<file path="src/rtl/coef_high_mult.sv">
// High-band coefficient multiplier: 16-tap sample delay line scaled by 8-bit
// coefficient magnitudes through one shared multiplier. Optional: COEF_HIGH_OVERRUN_EN.
module coef_high_mult (
  input  logic        clk,
  input  logic        rst_n,
  input  logic [15:0] sample_in,
  input  logic        sample_rdy,
  input  logic        coe_we,
  input  logic [3:0]  coe_addr,
  input  logic [7:0]  coe_data,
  output logic [16:0] outHIGH0,
  output logic [16:0] outHIGH1,
  output logic [16:0] outHIGH2,
  output logic [16:0] outHIGH3,
  output logic [16:0] outHIGH4,
  output logic [16:0] outHIGH5,
  output logic [16:0] outHIGH6,
  output logic [16:0] outHIGH7,
  output logic [16:0] outHIGH8,
  output logic [16:0] outHIGH9,
  output logic [16:0] outHIGH10,
  output logic [16:0] outHIGH11,
  output logic [16:0] outHIGH12,
  output logic [16:0] outHIGH13,
  output logic [16:0] outHIGH14,
  output logic [16:0] outHIGH15,
  output logic        RDYcoeHigh,
  output logic        busy,
`ifdef COEF_HIGH_OVERRUN_EN
  output logic        overrun,
`endif
  output logic [1:0]  state_dbg
);

  // Handshake: sample_rdy is a one-cycle strobe taken only in IDLE (never
  // back-pressured, dropped while busy); RDYcoeHigh is a one-cycle strobe
  // marking all sixteen products valid, with no ready from downstream.

  typedef enum logic [1:0] {
    IDLE  = 2'd0,
    SHIFT = 2'd1,
    MAC   = 2'd2,
    DONE  = 2'd3
  } state_t;

  state_t      state_q, state_d;
  logic [15:0] sample_q, sample_d;
  logic [3:0]  idx_q, idx_d;
  logic [15:0] taps_q [16];
  logic [15:0] taps_d [16];
  logic [7:0]  coef_q [16];
  logic [7:0]  coef_d [16];
  logic [16:0] out_q  [16];
  logic [16:0] out_d  [16];

  logic [23:0] mac_full;
  logic [16:0] mac_prod;

  // 65535*255 fits in 24 bits; dropping the 7 fraction bits leaves 17.
  assign mac_full = {8'd0, taps_q[idx_q]} * {16'd0, coef_q[idx_q]};
  assign mac_prod = 17'(mac_full >> 7);

  always_comb begin
    state_d  = state_q;
    sample_d = sample_q;
    idx_d    = idx_q;
    taps_d   = taps_q;
    coef_d   = coef_q;
    out_d    = out_q;

    if ((state_q == IDLE) && coe_we) begin
      coef_d[coe_addr] = coe_data;
    end

    case (state_q)
      IDLE: begin
        if (sample_rdy) begin
          sample_d = sample_in;
          state_d  = SHIFT;
        end
      end
      SHIFT: begin
        for (int k = 1; k < 16; k++) begin
          taps_d[k] = taps_q[k-1];
        end
        taps_d[0] = sample_q;
        idx_d     = 4'd0;
        state_d   = MAC;
      end
      MAC: begin
        out_d[idx_q] = mac_prod;
        idx_d        = idx_q + 4'd1;
        if (idx_q == 4'd15) begin
          state_d = DONE;
        end
      end
      DONE: begin
        state_d = IDLE;
      end
      default: begin
        state_d = IDLE;
      end
    endcase
  end

  always_ff @(posedge clk) begin
    if (!rst_n) begin
      state_q  <= IDLE;
      sample_q <= '0;
      idx_q    <= '0;
      for (int k = 0; k < 16; k++) begin
        taps_q[k] <= '0;
        coef_q[k] <= 8'd128;
        out_q[k]  <= '0;
      end
    end else begin
      state_q  <= state_d;
      sample_q <= sample_d;
      idx_q    <= idx_d;
      taps_q   <= taps_d;
      coef_q   <= coef_d;
      out_q    <= out_d;
    end
  end

`ifdef COEF_HIGH_OVERRUN_EN
  logic overrun_q, overrun_d;

  // Clear code is a zero written to coefficient 15 while idle.
  always_comb begin
    overrun_d = overrun_q;
    if ((state_q != IDLE) && sample_rdy) begin
      overrun_d = 1'b1;
    end else if ((state_q == IDLE) && coe_we && (coe_addr == 4'd15) && (coe_data == 8'd0)) begin
      overrun_d = 1'b0;
    end
  end

  always_ff @(posedge clk) begin
    if (!rst_n) begin
      overrun_q <= 1'b0;
    end else begin
      overrun_q <= overrun_d;
    end
  end

  assign overrun = overrun_q;
`endif

  assign RDYcoeHigh = (state_q == DONE);
  assign busy       = (state_q != IDLE);
  assign state_dbg  = state_q;

  assign outHIGH0  = out_q[0];
  assign outHIGH1  = out_q[1];
  assign outHIGH2  = out_q[2];
  assign outHIGH3  = out_q[3];
  assign outHIGH4  = out_q[4];
  assign outHIGH5  = out_q[5];
  assign outHIGH6  = out_q[6];
  assign outHIGH7  = out_q[7];
  assign outHIGH8  = out_q[8];
  assign outHIGH9  = out_q[9];
  assign outHIGH10 = out_q[10];
  assign outHIGH11 = out_q[11];
  assign outHIGH12 = out_q[12];
  assign outHIGH13 = out_q[13];
  assign outHIGH14 = out_q[14];
  assign outHIGH15 = out_q[15];

endmodule

</file>
<file path="config.mk">
export PLATFORM = sky130hd
export DESIGN_NAME = coef_high_mult
export DESIGN_NICKNAME = d
export VERILOG_FILES = /design/src/rtl/coef_high_mult.sv
export SDC_FILE = /design/constraint.sdc
export NUM_CORES = 2
export LEC_CHECK = 0
export ABC_CLOCK_PERIOD_IN_PS = 9200
export CAP_MARGIN = 25
export CELL_PAD_IN_SITES_DETAIL_PLACEMENT = 2
export CELL_PAD_IN_SITES_GLOBAL_PLACEMENT = 2
export CORE_MARGIN = 8
export CORE_UTILIZATION = 37
export DETAILED_ROUTE_END_ITERATION = 8
export PLACE_DENSITY = 0.89
export SLEW_MARGIN = 25
export SYNTH_ARGS = -nofsm -noshare
export SYNTH_HDL_FRONTEND = slang
export SYNTH_SLANG_ARGS = --single-unit
</file>
<file path="constraint.sdc">
create_clock -name clk -period 9.2 [get_ports clk]
set_clock_uncertainty 0.1 [all_clocks]
set_input_delay 2.76 -clock clk [delete_from_list [all_inputs] [get_ports clk]]
set_output_delay 2.76 -clock clk [all_outputs]
set_load 0.01 [all_outputs]
</file>
**Word-level counts from Yosys, hierarchy flattened**

Index checks and enable logic that the tools add are counted.

- Input port bits: 32
- Word-level logic and storage cells: 89
- Register bits: 678
- Output and inout bits: 276

- Multiply operators: 1
- $add $sub $neg: 1
- Equality and inequality tests: 6
- Bitwise operators: 2
- Multiplexer cells: 16
- Order comparisons: 4
- Reductions and logical operators: 8

Operators with widths:

| cell | count |
|---|---|
| 272-bit bitwise mux | 1 |
| 128-bit bitwise mux | 1 |
| 17-bit demux with 4-bit select | 1 |
| 16-bit binary-select mux with 4-bit select | 1 |
| 8-bit binary-select mux with 4-bit select | 1 |
| 8-bit demux with 4-bit select | 1 |
| 16-bit two-way mux | 2 |
| 16-bit by 8-bit multiplier with 24-bit output | 1 |
| 8-bit two-way mux | 3 |
| 17-bit two-way mux | 1 |
| 5-bit >= comparator, second input constant | 2 |
| 5-bit by 1-bit less-than comparator with 1-bit output, second input constant | 2 |
| 4-bit inverter with 5-bit output | 2 |
| 2-bit case mux with 4 select lines | 1 |
| 4-bit case mux with 2 select lines | 1 |
| 4-bit by 1-bit adder with 4-bit output, second input constant | 1 |
| 2-bit == test, second input constant | 2 |
| 4-bit == test, second input constant | 1 |
| 2-bit two-way mux | 2 |
| 2-bit inequality test, second input constant | 2 |
| 2-bit AND reduction | 2 |
| 2-bit nonzero test | 2 |
| 1-bit logical AND | 3 |
| 2-bit by 1-bit == test with 1-bit output, second input constant | 1 |
| 2-bit logical NOT | 1 |

**Logic depth before layout (Yosys ltp)**

- Depth in word-level cells: 6
- Depth in mapped cells: 30
- Gate-level depth less buffers: 24

**Least setup slack after synthesis**

Ideal clock, no wire load.

- Kind: register to register
- Start point: register idx_q[0]
- End point: register out_q (netlist bit outHIGH0[15])
- Setup time: 0.122 ns
- Required time: 8.978 ns
- Clock period less this slack: 7.304 ns
- Data arrival time: 7.082 ns
- Buffers on the path: 8
- Slack: 1.896 ns
- Cell stages (with the launch flop): 28
- Path through: dfxtp_1 -> buf_6 -> buf_8 -> buf_2 -> buf_2 -> buf_2 -> buf_2 -> mux4_2 -> mux4_2 -> and2_1 -> fa_1 -> fa_1 -> fa_1 -> inv_1 -> fa_1 -> inv_1 -> ha_1 -> clkbuf_1 -> a21o_1 -> a21o_1 -> a21oi_1 -> o21ai_0 -> a31oi_1 -> a21oi_2 -> nand4b_1 -> buf_2 -> and3_1 -> a311o_1

- Word-level cells in the longest chain between the ends: 6
- Elaborated cells between the ends (all ways): 14
- Classes of those cells: 1 x mul; 2 x order compare; 9 x mux; 1 x bitwise; 1 x reduce/logical

Ends and longest elaborated chain:

| item | line | RTL |
|---|---|---|
| from (decl) | 48 | `logic [3:0] idx_q, idx_d;` |
| from (signal assigned) | 119 | `idx_q <= idx_d;` |
| 4-bit inverter with 5-bit output (not written as such) (*) | 60, 91 |  |
| 16-bit binary-select mux with 4-bit select (tied with other cells) | 60 | `assign mac_full = {8'd0, taps_q[idx_q]} * {16'd0, coef_q[idx_q]};` |
| 16-bit two-way mux (not written as such) (tied with other cells) (2 in series) | 60 |  |
| 16-bit by 8-bit multiplier with 24-bit output / 17-bit demux with 4-bit select (equally long branches) | 60, 91 |  |
| 272-bit bitwise mux (*) | 91 | `out_d[idx_q] = mac_prod;` |
| to (signal assigned) | 122 | `out_q <= out_d;` |
| to (decl) | 53 | `logic [16:0] out_q [16];` |

Every way passes the cells marked *; elsewhere a longest branch is shown, timed or not. The select of a mux whose other input is x is not followed.
A chain may end at the register's enable or synchronous reset.

**Worst setup path after layout**

- Start point: register idx_q[1]
- End point: register out_q (netlist bit outHIGH0[8])

Same word-level chain as after synthesis.

==> flow_summary.ini <==
[timing]
whs_ns = 0.362
maxSlewViolCount = 0
period_share_pct = 89.4
min_period_ns = 8.22
relSlewSlack_pct = 26.2
fmax_mhz = 122
tightest_slew_ns = 1.11
setup_violations = 0
hold_viol = 0
rsz0062_at_grt = no
fin_ws_ns = 0.980
fin_setup_tns_ns = 0

[cts]
cts_resized = 0
cts_tree = yes
cts-root-buf = clkbuf_16
numCtsBuffers = 76
cts_buffer_depth = 3
cts.sinks = 678
path_clk_slew_ns = 0.07
clk_latency_ns = 0.68
cts_hold_buf = 0
post_cts_buffers = 0
htreeDepth = 3

[run_status]
status = finished clean

[placed_design]
numPortBuffers = 307
dp_hpwl_um = 86700
post-place-ws_ns = 1.29
placed_area_sq_um = 37600
dp.cells = 4646
gp_congestion = 0.823

[grt]
grt_max_degree = 244
grt_pass1_vias = 31300
grtUsageTotal_pct = 27.8
antenna_found_initial = 2
grt_remaining_overflow = 0
grt_first_pass_wirelength_um = 213000

[pwr]
powerDensity_nw_per_um2 = 184
finalPower_mw = 7.42
peakVddDrop_v = 0.000161
power_leakage_nw = 14.4

[finish]
largest_register_ffs = 256
final_common_cell = dfxtp_1
final_cell_mix = 674 x dfxtp_1, 407 x nor2b_1, 394 x mux2i_1
final_area_sq_um = 40200
synthToLayoutAreaGrowth_pct = 19.8
instances_no_fill = 4783
nNetsFinal = 3715
drive_gt1_share_pct = 10.0
top_regs = taps_q x256, coef_q x128
top_register = taps_q
fin_util_pct = 44.7

[synthesis]
synth-edff-count = 0
ys_async_sr_fraction_pct = 0
syn-cell-area_sq_um = 33600
synth_top_cell_by_area = dfxtp_1
synth_fp_nets = 3541
yosys.area.top_type_share_pct = 40.4
synth_area_leaders = dfxtp_1 40%, mux2i_1 12%, nor2b_1 7.6%, mux4_2 7.4%, fa_1 4.9%
synth_top_flop_cell = dfxtp_1
synth_cell_types = 72
avgSynthCellArea_sq_um = 9.95
yosys_warnings = 0
syn_inst = 3376
ys_ff_latch = 678
ys_seq_area_share_pct = 40.4

[floorplan]
initial_core_util_pct = 37.3
die_h_um = 317
core_area_sq_um = 90000
dieArea_sq_um = 101000
num_io_pins = 308
die_w_um = 317
rows = 110

[critical_path]
crit_buf_inv = 3
crit_required_ns = 9.64
max_stage_delay_ns = 0.87
path_common_cell = fa_1
critPathTopFamily = adder cells
cp-end-kind = flop
cp-start-kind = flop
cp_slowest_cell = dfxtp_4
crit_arrival_ns = 8.66
crit_fanout = 43
critical_path_class = reg2reg
path_cells = buf_4 -> mux4_2 -> mux4_2 -> and2_1 -> fa_1 -> fa_1 -> fa_1 -> inv_1 -> fa_1 -> inv_1 -> ha_1 -> a21o_1 -> a21o_1 -> a21oi_1 -> o21ai_0 -> a31oi_1 -> a21boi_0 -> or3_1 -> nand3_1 -> a21boi_0

[detailed_routing]
wl_um = 144000
drtPass1Iterations = 5
initialDrtViolationCount = 2139
drc_errors = 0
post_drt_wl_per_cell_um = 30.0
num_vias = 27700
via_per_inst = 5.79
ant_nets = 0

[flow_run]
maxCapViolations = 0

[min_path]
worstHoldPathType = reg2reg
==> routing by layer <==
metal | share of wire (%) | GRT usage (%) | wire length, um | vias up
li1 | - | - | - | 11900
met1 | 38 | 31.1 | 54200 | 14300
met2 | 51 | 49.5 | 72600 | 1048
met3 | 5.5 | 4.81 | 7850 | 445
met4 | 6.2 | 16.2 | 8900 | 0
met5 | 0 | 0 | 0 | -
==> synthesized netlist by cell type, types with 11 or more instances <==
cell type / instances
mux4_2: 110
nor2_1: 102
a31oi_1: 35
ha_1: 50
nand2_1: 368
inv_1: 107
a21boi_0: 114
a21oi_1: 29
a311o_1: 16
buf_2: 31
o21ai_0: 67
a21boi_1: 22
o31ai_1: 49
and3_1: 35
mux2i_1: 394
dfxtp_1: 678
buf_4: 15
nor2b_1: 407
nor3_1: 43
o311ai_0: 22
o21ai_1: 11
and2_1: 135
buf_1: 21
fa_1: 83
clkbuf_1: 202
nand3_1: 93
o211ai_1: 17
==> area by class of cell <==
| cell class | instances | area, sq um |
|---|---|---|
| inverters | 107 | 402 |
| flip-flops and latches | 678 | 13600 |
| clock buffers | 102 | 2180 |
| multi-input cells | 2315 | 18500 |
| clock inverters | 31 | 392 |
| fillers | 9086 | 49800 |
| repair buffers | 372 | 3670 |
| diodes | 2 | 5.00 |
| well taps | 1176 | 1470 |
==> worst reg2reg max path: cells and delay by family (launching register included) <==
family / cells / cell delay (ns)
adders and majority gates: 5 / 2.45
AOI/OAI and AO/OA: 7 / 1.56
and+or+nand+nor: 3 / 1.38
muxes: 2 / 1.12
DFF: 1 / 0.87
buffers and inverters: 3 / 0.59
==> final timing paths <==
path         slack, ns  cells past startpoint                  endpoint                      from
max               0.98                     20  outHIGH0[8]$_SDFFE_PN0P_     idx_q[1]$_SDFFE_PN0P_
max reg2reg       0.98                     20  outHIGH0[8]$_SDFFE_PN0P_     idx_q[1]$_SDFFE_PN0P_
min reg2reg       0.36                      2  outHIGH4[6]$_SDFFE_PN0P_  outHIGH4[6]$_SDFFE_PN0P_
min               0.36                      2  outHIGH4[6]$_SDFFE_PN0P_  outHIGH4[6]$_SDFFE_PN0P_
==> cells by family (layout without fill, tap and decap cells) <==
logic type	count (synthesis)	after routing	share of synthesized area, %
simple gates	1234	1234	19.2
flops	678	678	40.4
mux	506	506	19.3
compound gates	435	435	9.41
buf+inv	383	612	4.72
fa+ha+maj	133	133	6.81
xor+xnor	7	7	0.205
other cells	0	2	0
==> power by group <==
group / leakage (nW) / switching, mW / internal (mW)
Combinational: 7.64 / 0.683 / 0.441
Clock: 1.26 / 1.39 / 1.87
Sequential: 5.47 / 0.0567 / 2.98
Power figures use the tool's default switching activity.
